## config.mk

```make
export PLATFORM = sky130hd
export DESIGN_NAME = local_frame_ctrl
export DESIGN_NICKNAME = d
export VERILOG_FILES = /design/src/rtl/local_frame_ctrl.sv
export SDC_FILE = /design/constraint.sdc
export NUM_CORES = 1
export LEC_CHECK = 0
export CORE_MARGIN = 2
export CORE_UTILIZATION = 54
export DETAILED_ROUTE_END_ITERATION = 8
export PLACE_DENSITY = 0.89
export SYNTH_ARGS = -nofsm -noshare
export SYNTH_HDL_FRONTEND = slang
export SYNTH_SLANG_ARGS = --single-unit
```

## constraint.sdc

```tcl
create_clock -name clk -period 6.7 [get_ports clk]
set_input_delay 1.34 -clock clk [delete_from_list [all_inputs] [get_ports clk]]
set_output_delay 1.34 -clock clk [all_outputs]
set_load 0.005 [all_outputs]
```

## src/rtl/local_frame_ctrl.sv

```systemverilog
// Local-variable frame controller: GET/SET through fp+index and ENTER/LEAVE frame push/pop.
// Optional macro LOCAL_BOUNDS_CHECK_EN traps GET/SET whose index is outside the current frame.
module local_frame_ctrl #(
    parameter int unsigned STACK_DEPTH = 7,
    parameter int unsigned FRAME_ADDR  = 4
) (
    input  logic                 clk,
    input  logic                 reset,
    input  logic                 req_valid,
    output logic                 req_ready,
    input  logic [1:0]           req_op,
    input  logic [7:0]           req_index,
    input  logic [63:0]          set_data,
    input  logic [1:0]           set_type,
    input  logic [STACK_DEPTH:0] sp,
    output logic [STACK_DEPTH:0] mem_addr,
    output logic                 mem_we,
    output logic [63:0]          mem_wdata,
    output logic [1:0]           mem_wtype,
    input  logic [63:0]          mem_rdata,
    input  logic [1:0]           mem_rtype,
    output logic                 resp_valid,
    output logic [63:0]          resp_data,
    output logic [1:0]           resp_type,
    output logic [STACK_DEPTH:0] fp,
    output logic [3:0]           trap
);
    localparam int unsigned AW = STACK_DEPTH + 1;
    localparam int unsigned FD = 1 << FRAME_ADDR;

    typedef enum logic [2:0] {IDLE, ADDR, WAIT, RESP, TRAP} state_t;
    typedef enum logic [1:0] {OP_GET, OP_SET, OP_ENTER, OP_LEAVE} op_t;

    state_t              state_q, state_d;
    op_t                 op_q, op_d, op_in;
    logic [AW-1:0]       fp_q, fp_d, addr_q, addr_d;
    logic [7:0]          nl_q, nl_d;
    logic [FRAME_ADDR:0] depth_q, depth_d;
    logic [3:0]          trap_q, trap_d, trap_code;
    logic                we_q, we_d;
    logic [63:0]         wdata_q, wdata_d, rd_q, rd_d, resp_data_q, resp_data_d;
    logic [1:0]          wtype_q, wtype_d, rt_q, rt_d, resp_type_q, resp_type_d;
    logic                resp_valid_q, resp_valid_d;
    logic                hs, push, pop;
    logic [FRAME_ADDR-1:0] top_idx;

    logic [AW-1:0] stk_fp [FD];
    logic [7:0]    stk_nl [FD];

    assign top_idx = FRAME_ADDR'(depth_q - 1'b1);

    always_comb begin
        op_in     = op_t'(req_op);
        hs        = req_valid && (state_q == IDLE);
        trap_code = '0;
        if (hs) begin
            unique case (op_in)
                OP_GET, OP_SET: begin
`ifdef LOCAL_BOUNDS_CHECK_EN
                    if (req_index >= nl_q) trap_code = 4'd2;
`endif
                end
                OP_ENTER: begin
                    if (32'(req_index) > 32'(sp)) trap_code = 4'd1;
                    else if (depth_q[FRAME_ADDR]) trap_code = 4'd3;
                end
                OP_LEAVE: begin
                    if (depth_q == '0) trap_code = 4'd4;
                end
            endcase
        end
    end

    always_comb begin
        state_d      = state_q;
        op_d         = op_q;
        fp_d         = fp_q;
        nl_d         = nl_q;
        depth_d      = depth_q;
        trap_d       = trap_q;
        addr_d       = addr_q;
        we_d         = 1'b0;
        wdata_d      = wdata_q;
        wtype_d      = wtype_q;
        rd_d         = rd_q;
        rt_d         = rt_q;
        resp_valid_d = 1'b0;
        resp_data_d  = resp_data_q;
        resp_type_d  = resp_type_q;
        push         = 1'b0;
        pop          = 1'b0;
        case (state_q)
            IDLE: begin
                if (hs) begin
                    op_d = op_in;
                    if (trap_code != '0) begin
                        trap_d  = trap_code;
                        state_d = TRAP;
                    end else begin
                        unique case (op_in)
                            OP_GET: begin
                                addr_d  = fp_q + AW'(req_index);
                                state_d = ADDR;
                            end
                            OP_SET: begin
                                addr_d  = fp_q + AW'(req_index);
                                we_d    = 1'b1;
                                wdata_d = set_data;
                                wtype_d = set_type;
                                state_d = ADDR;
                            end
                            OP_ENTER: begin
                                push    = 1'b1;
                                fp_d    = sp - AW'(req_index);
                                nl_d    = req_index;
                                depth_d = depth_q + 1'b1;
                                state_d = RESP;
                            end
                            OP_LEAVE: begin
                                pop     = 1'b1;
                                fp_d    = stk_fp[top_idx];
                                nl_d    = stk_nl[top_idx];
                                depth_d = depth_q - 1'b1;
                                state_d = RESP;
                            end
                        endcase
                    end
                end
            end
            ADDR: state_d = (op_q == OP_GET) ? WAIT : RESP;
            WAIT: begin
                rd_d    = mem_rdata;
                rt_d    = mem_rtype;
                state_d = RESP;
            end
            // Result moves to the outputs together with the pulse so resp_data never changes while idle.
            RESP: begin
                resp_valid_d = 1'b1;
                if (op_q == OP_GET) begin
                    resp_data_d = rd_q;
                    resp_type_d = rt_q;
                end
                state_d = IDLE;
            end
            TRAP:    state_d = TRAP;
            default: state_d = IDLE;
        endcase
    end

    always_ff @(posedge clk) begin
        if (!reset) begin
            state_q      <= IDLE;
            op_q         <= OP_GET;
            fp_q         <= '0;
            nl_q         <= '0;
            depth_q      <= '0;
            trap_q       <= '0;
            addr_q       <= '0;
            we_q         <= 1'b0;
            wdata_q      <= '0;
            wtype_q      <= '0;
            rd_q         <= '0;
            rt_q         <= '0;
            resp_valid_q <= 1'b0;
            resp_data_q  <= '0;
            resp_type_q  <= '0;
        end else begin
            state_q      <= state_d;
            op_q         <= op_d;
            fp_q         <= fp_d;
            nl_q         <= nl_d;
            depth_q      <= depth_d;
            trap_q       <= trap_d;
            addr_q       <= addr_d;
            we_q         <= we_d;
            wdata_q      <= wdata_d;
            wtype_q      <= wtype_d;
            rd_q         <= rd_d;
            rt_q         <= rt_d;
            resp_valid_q <= resp_valid_d;
            resp_data_q  <= resp_data_d;
            resp_type_q  <= resp_type_d;
        end
    end

    always_ff @(posedge clk) begin
        if (reset && push) begin
            stk_fp[depth_q[FRAME_ADDR-1:0]] <= fp_q;
            stk_nl[depth_q[FRAME_ADDR-1:0]] <= nl_q;
        end
    end

    assign req_ready  = (state_q == IDLE);
    // Reset during SET's ADDR cycle must suppress the pending RAM write at that same edge.
    assign mem_we     = we_q && reset;
    assign mem_addr   = addr_q;
    assign mem_wdata  = wdata_q;
    assign mem_wtype  = wtype_q;
    assign resp_valid = resp_valid_q;
    assign resp_data  = resp_data_q;
    assign resp_type  = resp_type_q;
    assign fp         = fp_q;
    assign trap       = trap_q;

endmodule

```

; After elaboration in Yosys (flattened, before gate mapping)
; Memories as Yosys holds them, arrays and structs flattened.
; Index checks and enable logic that the tools add are counted.
[classes]
add_sub_neg = 4
n_lt_le_gt_ge = 1
muxes = 20
eq_ne = 8
reduce_logical = 18
bitwise = 4
[ops]
columns = op, n
row1 = case mux 8 bit (2 select lines), 1
row2 = 2-to-1 mux 3 bit, 4
row3 = case mux 3 bit (2 select lines), 2
row4 = case mux 3 bit (4 select lines), 1
row5 = AND reduction 4 bit, 3
row6 = case mux 5 bit (2 select lines), 1
row7 = 2-to-1 mux 1 bit, 9
row8 = adder 8 bit, 1
row9 = greater-than comparator 8 bit, 1
row10 = subtractor 8 bit, 1
row11 = "equality test 3 x 2 -> 1 bit, second input constant", 2
row12 = "adder 5 x 1 -> 5 bit, second input constant", 1
row13 = zero test 5 bit, 1
row14 = "subtractor 5 x 1 -> 5 bit, second input constant", 1
row15 = "equality test 2 bit, second input constant", 2
row16 = zero test 2 bit, 2
row17 = 2-to-1 mux 2 bit, 2
row18 = inverter 1 bit, 4
row19 = AND reduction 2 bit, 2
row20 = nonzero test 4 bit, 1
row21 = OR reduction 2 bit, 2
row22 = OR reduction 4 bit, 1
row23 = "equality test 3 x 1 -> 1 bit, second input constant", 1
row24 = "equality test 3 bit, second input constant", 1
row25 = other kinds (6), 8
[totals]
output_inout_bits = 155
word_cells = 70
in_bits = 153
ram_bits = 128
register_bits = 230
n_memories = 1
[mem_list]
columns = name, depth, word_bits, read_ports, rd_clocked_by_memory_dff, wr, line
row1 = stk_fp, 16, 8, 1, 0, 1, 47  ; logic [AW-1:0] stk_fp [FD];

; Depth between registers and ports, before layout
; Gate-level depths: netlist of run 1.
[logic_depth]
depth_word = 11
depth_mapped = 11
ltp_nobuf = 8

; Least setup slack after synthesis of run 1
; OpenSTA, ideal clock, no wires.
[synth_timing]
path_type = input to register
startpoint = in sp[0]
endpoint = mem stk_fp[12][0] in the netlist's numbering, enable pin
path_stages = 9
n_path_buf = 1
t_arrival_ns = 4.301
path_slack_ns = 1.979
setup_ns = 0.419
required_ns = 6.281
cell_sequence = inv_1 ha_1 fa_1 nor2b_1 o31a_1 o21ai_0 a21bo_2 clkbuf_1 a2111oi_0
[synth_between]
elab_chain_len = 11
[synth_lines]
columns = item, line
row1 = "start, declared", 15  ; input logic [STACK_DEPTH:0] sp,
row2 = greater-than comparator 8 bit, 64  ; if (32'(req_index) > 32'(sp)) trap_code = 4'd1;
row3 = 2-to-1 mux 2 bit, 64
row4 = case mux 3 bit (2 select lines), 57  ; unique case (op_in)
row5 = 2-to-1 mux 3 bit, 56  ; if (hs) begin
row6 = nonzero test 4 bit, 96  ; if (trap_code != '0) begin
row7 = 2-to-1 mux 1 bit, 96
row8 = 2-to-1 mux 1 bit, 94  ; if (hs) begin
row9 = 2-to-1 mux 1 bit, 92  ; case (state_q)
row10 = logical AND 1 bit, 187  ; if (reset && push) begin
row11 = 2-to-1 mux 1 bit, 187
row12 = 2-to-1 mux 1 bit, -
row13 = "end, declared", 47
; No other way between the ends.

; Worst setup path after layout of run 1
[layout_timing]
startpoint = in sp[0]
endpoint = mem stk_fp[2][5] in the netlist's numbering, enable pin
; Same word-level chain as after synthesis.

==> run summary, run 1 <==
### Outcome
• finished, final reports clean — run status

### Power
• 0.252 — Switching Fraction
• 0.459 — Reg power frac
• 5.23 mW — total power
• 0.000211 V — worst supply voltage drop on vdd
• 1.32 mW — switching power summed over all nets
• 3.91 mW — internal power component
• 0.399 — clock power share
• 0.142 — proportion of power drawn by combinational gates
• 6.32 nW — LEAKAGE
• 281 mW/mm2 — total power divided by cell area

### Timing
• 0 — number of hold violations in the final report
• 438 ps — smallest hold slack
• 4440 ps — time the worst path needs with I/O delays and setup
• 1230 ps — transition time of the tightest slew-check pin
• false — setup repair after global routing missed its margin
• 18.3 ps — clock skew
• 0.182 — worst max-slew margin expressed relative to the limit
• 0 — Slew Limit Fails
• 0 — final count of negative-setup-slack endpoints
• 0.662 — Period Utilization, post-route
• 225 MHz — Max Fclk
• 0 ps — summed negative setup slack over all endpoints

### CTS
• built — CTS tree
• 3 — largest buffer count on any clock path
• 0 — post-cts sizing count
• 60 ps — CTS clk-pin slew, worst paths
• 0 — buffers inserted during post-CTS setup optimization
• 357 — Clock Sink Count
• clkbuf_16 — clock root buffer
• 2 — CTS HTree Levels
• 0 — hold-fix buffers at CTS
• 36 — CTS buffer count
• 520 ps — clock insertion delay at the later pin of the skew report

### Drt
• 0 — DRC violations left
• 6 — number of detailed-route iterations in the first pass
• 11600 — total via count after detailed routing
• 40600 um — WL final
• 5.83 — routed vias/inst
• 1063 — Detailed Route Iter0 Violations
• 0 — number of antenna-violating nets in the routed design
• 20.3 um — Wirelength per Cell

### Global routing
• 60600 um — global-route wire length before repair
• 0 — final global-route overflow total
• 2 — number of antenna violations at the first check in global routing
• 0.290 — GRT Resource Usage Total
• 11400 — vias in the first global route
• 123 — pin count of the biggest net entering global routing

### Min path
• 2 — hold-critical path depth
• reg -> reg — worst hold-check path type

### Worst setup path
• a2111oi_2 — cell type of the slowest stage on the worst timing path
• clkdlybuf4s50_1 -> inv_1 -> ha_1 -> fa_1 -> nor2b_1 -> o31a_1 -> o21ai_0 -> a21bo_2 -> a2111oi_2 — cells along the critical path
• 17 — largest fanout on the critical path
• 1010 ps — Critical Path Max Stage Delay
• in -> reg — category of the critical setup timing path
• 6840 ps — required time reported for the critical path endpoint
• 4580 ps — arrival time of the worst setup path
• input port — launching element type of the critical path
• 9 — Register-to-Register Path Depth
• flip-flop — crit path capture type

### Synthesis
• 0 — yosys warns
• 0.0139 mm2 — combined area of all synthesized cells
• 1353 — Mapped Cells
• 128 — number of flops mapped to enable cells by yosys
• 357 — count of state elements after synthesis
• 0.329 — area fraction of the dominant cell type after synthesis
• 65 — Yosys cell types
• dfxtp_1 — Yosys top cell by area
• 0.604 — proportion of synthesized chip area in sequential cells
• 1528 — total nets after synthesis
• dfxtp_1 (33%), edfxtp_1 (28%), nand2_1 (11%) — top post-synthesis cells by area
• 0 — FFs w/ async S/R, synth
• 10.3 um2 — average cell area after synthesis
• dfxtp_1 — Post-synth top flop

### Layout
• 1808 — total number of nets in the final design
• 1595 — Filler Cell Count
• 0.0903 — layout cell share with drive strength beyond 1
• nand2_1 — most common library cell in the layout ignoring fill and taps
• nand2_1 (411), clkdlybuf4s50_1 (306), dfxtp_1 (228) — most frequent cells in the layout
• 0.736 — Finished Core Util
• 33.3% — layout-stage area growth over the synthesis result

### Run
• 0 — number of maximum-capacitance violations

### Die
• 58 — number of cell rows
• 0.0253 mm2 — floorplan core area
• 0.0271 mm2 — full die area
• 165 um — DIE HEIGHT
• 308 — top-level port count
• 165 um — Die W
• 0.552 — starting density of the core

### Place
• 26200 um — HPWL Detailed
• 306 — total of buffers placed on input and output ports
• 0.870 — final RePlAce weighted congestion

==> path summary, 6_finish.rpt <==
kind / end / startpoint / slack [ps]
worst max register to register: fp[4] / depth_q[0] / 3170
worst min register to register: resp_data[62] / rd_q[62] / 440
worst max-delay path: stk_fp[2][5] / sp[0] / 2260
worst min-delay path: resp_data[62] / rd_q[62] / 440
==> power by group through the flow <==
| stage | clock network, mW | registers [mW] | logic, mW |
|---|---|---|---|
| 4_1_cts | 2.11 | 2.40 | 0.736 |
| 3_3_place_gp | 0 | 2.44 | 0.709 |
| 2_1_floorplan | 0 | 2.44 | 0.412 |
| 3_5_place_dp | 0 | 2.45 | 0.728 |
| 6_report | 2.09 | 2.40 | 0.745 |
| 5_1_grt | 2.19 | 2.41 | 0.806 |
==> synthesized netlist by cell type (3+ instances only) <==
cell         n
mux2i_1     15
a21oi_1    218
o22ai_1      4
dfxtp_1    229
o21a_1       4
nor2_1      23
and2_1       6
ha_1        20
o21ai_0     12
o211ai_1     3
a31oi_1      3
a211oi_1     8
nor2_2       3
nor4_1       4
o31ai_1     10
nor3_1       8
buf_1        3
or3_1        3
buf_2        9
clkbuf_1    72
o22a_1       3
a2111oi_0   18
xor2_1       4
or4_1        6
mux4_2      32
inv_1       22
buf_4        5
edfxtp_1   128
a311oi_1     3
a21o_1       4
nand3_1      8
nand2_1    413
nor2b_1      6
==> layout make-up <==
cell class,instances,area (um2),area share
multi-input cells,883,5150,0.277
flip-flops and latches,357,8430,0.453
inverters,23,91.3,0.00491
clock buffers,49,1040,0.0560
well taps,330,413,0.0222
repair buffers,332,3260,0.175
clock inverters,17,201,0.0108
diodes,5,12.5,0.000673
==> metrics by stage <==
step | std cells | cell area, um2 | setup slack [ps]
2_1_floorplan | 1353 | 13900 | 1980
3_3_place_gp | 1925 | 17300 | 2080
3_5_place_dp | 1925 | 17300 | 1820
4_1_cts | 1991 | 18600 | 2310
5_1_grt | 1993 | 18600 | 2170
6_report | 1996 | 18600 | 2260
==> kinds of logic (layout without fill, tap and decap cells) <==
group | count (synthesis) | count (layout) | share of synthesized area
other | 1 | 6 | 0.000269
and+or+nand+nor | 498 | 498 | 0.146
muxes | 48 | 48 | 0.0632
AOI/OAI and AO/OA | 308 | 308 | 0.129
DFF | 357 | 357 | 0.604
adders and majority gates | 22 | 22 | 0.0208
buffers and inverters | 113 | 421 | 0.0331
xor gates and xnor gates | 6 | 6 | 0.00377
==> per-layer routing <==
layer / share of wire / routed length, um / GRT usage
met5: 0 / 0 / 0
met4: 0.059 / 2380 / 0.162
met3: 0.099 / 4010 / 0.0733
met2: 0.48 / 19300 / 0.471
met1: 0.37 / 14900 / 0.354
==> state kept, by name, summed over array words and instances (netlist names) <==
register and flops:
stk_fp 128, mem_wdata 64, rd_q 64, resp_data 64, fp 8, mem_addr 8, depth_q 5, state_q 3
trap 3, mem_wtype 2, op_q 2, resp_type 2, rt_q 2, resp_valid 1, we_q 1
==> worst max-delay path, delay by kind of cell <==
kind,cells,cell delay [ps]
compound gates,4,1830
simple gates,1,260
fa+ha+maj,2,620
buf+inv,2,500
Note: power is estimated with default switching activity, not from simulation.
==> inputs of run 2 (changes only) <==
Settings changed: CORE_UTILIZATION 54 to 51, PLACE_DENSITY 0.89 to 0.85.
Clock period 6.7 ns to 4.35 ns, I/O delays scaled along.
==> run 2 against run 1 <==
Compared with the run above: first-iteration DRC count shrank 11%; critical path depth rose by 1; die area rose by 5.7%; global-route usage fell by 1.7 points; register-to-register slack worse by 1700 ps; via count down 0.78%; wire length down 1.8%; sequential share of layout area fell by 0.29 points; total power up 52%.
==> run summary, run 2 (synthesis results as in run 1) <==
### Power
• 0.000333 V — worst supply voltage drop on vdd
• 7.97 mW — total power
• 0.144 — proportion of power drawn by combinational gates
• 0.251 — Switching Fraction
• 426 mW/mm2 — total power divided by cell area
• 6.40 nW — LEAKAGE
• 0.392 — clock power share
• 2.00 mW — switching power summed over all nets
• 0.464 — Reg power frac
• 5.97 mW — internal power component

### Min path
• rd_q[4] — HP Start
• reg -> reg — worst hold-check path type

### Timing
• 767 ps — setup slack of the critical path after layout
• 0.203 — worst max-slew margin expressed relative to the limit
• 24.1 ps — clock skew
• 3580 ps — time the worst path needs with I/O delays and setup
• 0.824 — Period Utilization, post-route
• 451 ps — smallest hold slack
• 0 — number of hold violations in the final report
• 1190 ps — transition time of the tightest slew-check pin
• 279 MHz — Max Fclk
• 0 ps — summed negative setup slack over all endpoints
• 0 — Slew Limit Fails
• false — setup repair after global routing missed its margin
• 0 — final count of negative-setup-slack endpoints

### Global routing
• 0.273 — GRT Resource Usage Total
• 61000 um — global-route wire length before repair
• 0 — final global-route overflow total
• 97 — pin count of the biggest net entering global routing
• 0 — number of antenna violations at the first check in global routing
• 11200 — vias in the first global route

### Layout
• 1825 — total number of nets in the final design
• 0 — Ant. Diodes
• nand2_1 (411), clkdlybuf4s50_1 (306), dfxtp_1 (228) — most frequent cells in the layout
• 0.0973 — layout cell share with drive strength beyond 1
• 128 — Largest register FFs
• nand2_1 — most common library cell in the layout ignoring fill and taps
• 0.697 — Finished Core Util
• 0.0187 mm2 — summed area of non-filler cells in the final layout
• 2017 — final standard cell count with taps included and fillers excluded
• 34.2% — layout-stage area growth over the synthesis result

### Die
• 169 um — DIE HEIGHT
• 60 — number of cell rows
• 308 — top-level port count
• 0.0269 mm2 — floorplan core area
• 0.0287 mm2 — full die area
• 169 um — Die W
• 0.519 — starting density of the core

### Worst setup path
• a2111oi_1 — cell type of the slowest stage on the worst timing path
• clkdlybuf4s50_1 -> inv_1 -> ha_1 -> fa_1 -> nor2b_1 -> o31a_1 -> o21ai_0 -> a21bo_2 -> a2111oi_1 -> buf_4 — cells along the critical path
• 17 — largest fanout on the critical path
• sp[0] — CP Launch Point
• in -> reg — category of the critical setup timing path
• depth_q[1] — RR Startpoint
• 4580 ps — required time reported for the critical path endpoint
• compound AO/OA/AOI/OAI gates — family with the most delay on the worst path
• 3 — Worst Path Buf+Inv
• input port — launching element type of the critical path
• 3810 ps — arrival time of the worst setup path
• flip-flop — crit path capture type
• 500 ps — Critical Path Max Stage Delay

### Drt
• 11500 — total via count after detailed routing
• 0 — DRC violations left
• 0 — number of antenna-violating nets in the routed design
• 39800 um — WL final
• 947 — Detailed Route Iter0 Violations
• 5.73 — routed vias/inst
• 6 — number of detailed-route iterations in the first pass
• 19.7 um — Wirelength per Cell

### CTS
• 37 — CTS buffer count
• 0 — buffers inserted during post-CTS setup optimization
• 60 ps — CTS clk-pin slew, worst paths
• clkbuf_16 — clock root buffer
• 0 — hold-fix buffers at CTS
• built — CTS tree
• 0 — post-cts sizing count
• 520 ps — clock insertion delay at the later pin of the skew report
• 357 — Clock Sink Count
• 2 — CTS HTree Levels
• 3 — largest buffer count on any clock path

### Run
• 0 — number of maximum-capacitance violations

### Place
• 26700 um — HPWL Detailed
• 1952 — cell count after placement
• 0.0175 mm2 — placed inst area
• 306 — total of buffers placed on input and output ports
• 0.930 — final RePlAce weighted congestion
• 246 ps — minimum setup slack after placement

### Outcome
• finished, final reports clean — run status

-- run 2: cell types whose count changed in the layout (fill, tap and decap cells not counted), moves of 2 or more --
cell       previous run  this run
buf_12                0         2
clkinv_1              0         5
clkbuf_1              6         4
bufinv_16             4         2
buf_4                26        40
diode_2               5         0
clkbuf_8              5         7
clkinv_2              7         5
-- run 2: tightest hold or removal path, cell delays in order (launching register included) --
cell and delay [ps]:
dfxtp_1 310, nand2_1 50, a21oi_1 50
-- run 2: power groups by stage --
stage / Clock (mW) / Sequential, mW / Combinational, mW
6_report: 3.12 / 3.70 / 1.14
5_1_grt: 3.28 / 3.72 / 1.24
4_1_cts: 3.16 / 3.70 / 1.14
3_5_place_dp: 0 / 3.77 / 1.13
3_3_place_gp: 0 / 3.76 / 1.10
2_1_floorplan: 0 / 3.76 / 0.634
-- run 2: worst paths after layout --
path,cells past startpoint,end,slack [ps]
setup reg to reg,8,fp[4],1460
hold / removal,2,resp_data[4],450
hold reg to reg,2,resp_data[4],450
setup / recovery,10,stk_fp[11][7],770
-- run 2: routing by layer --
metal  routed length (um)  vias up  GRT usage
met3                 4070      118     0.0683
met2                19300      657      0.459
met4                 1810        0      0.116
li1                     -     5322          -
met1                14600     5451      0.335
met5                    0        -          0
-- run 2: final cells by class --
cell class                      count  area, um2
Sequential cell                   357       8430
Multi-Input combinational cell    883       5160
Clock inverter                     15        125
Tap cell                          341        427
Clock buffer                       50       1090
Fill cell                        1875       8160
Inverter                           23       91.3
Timing Repair Buffer              348       3400
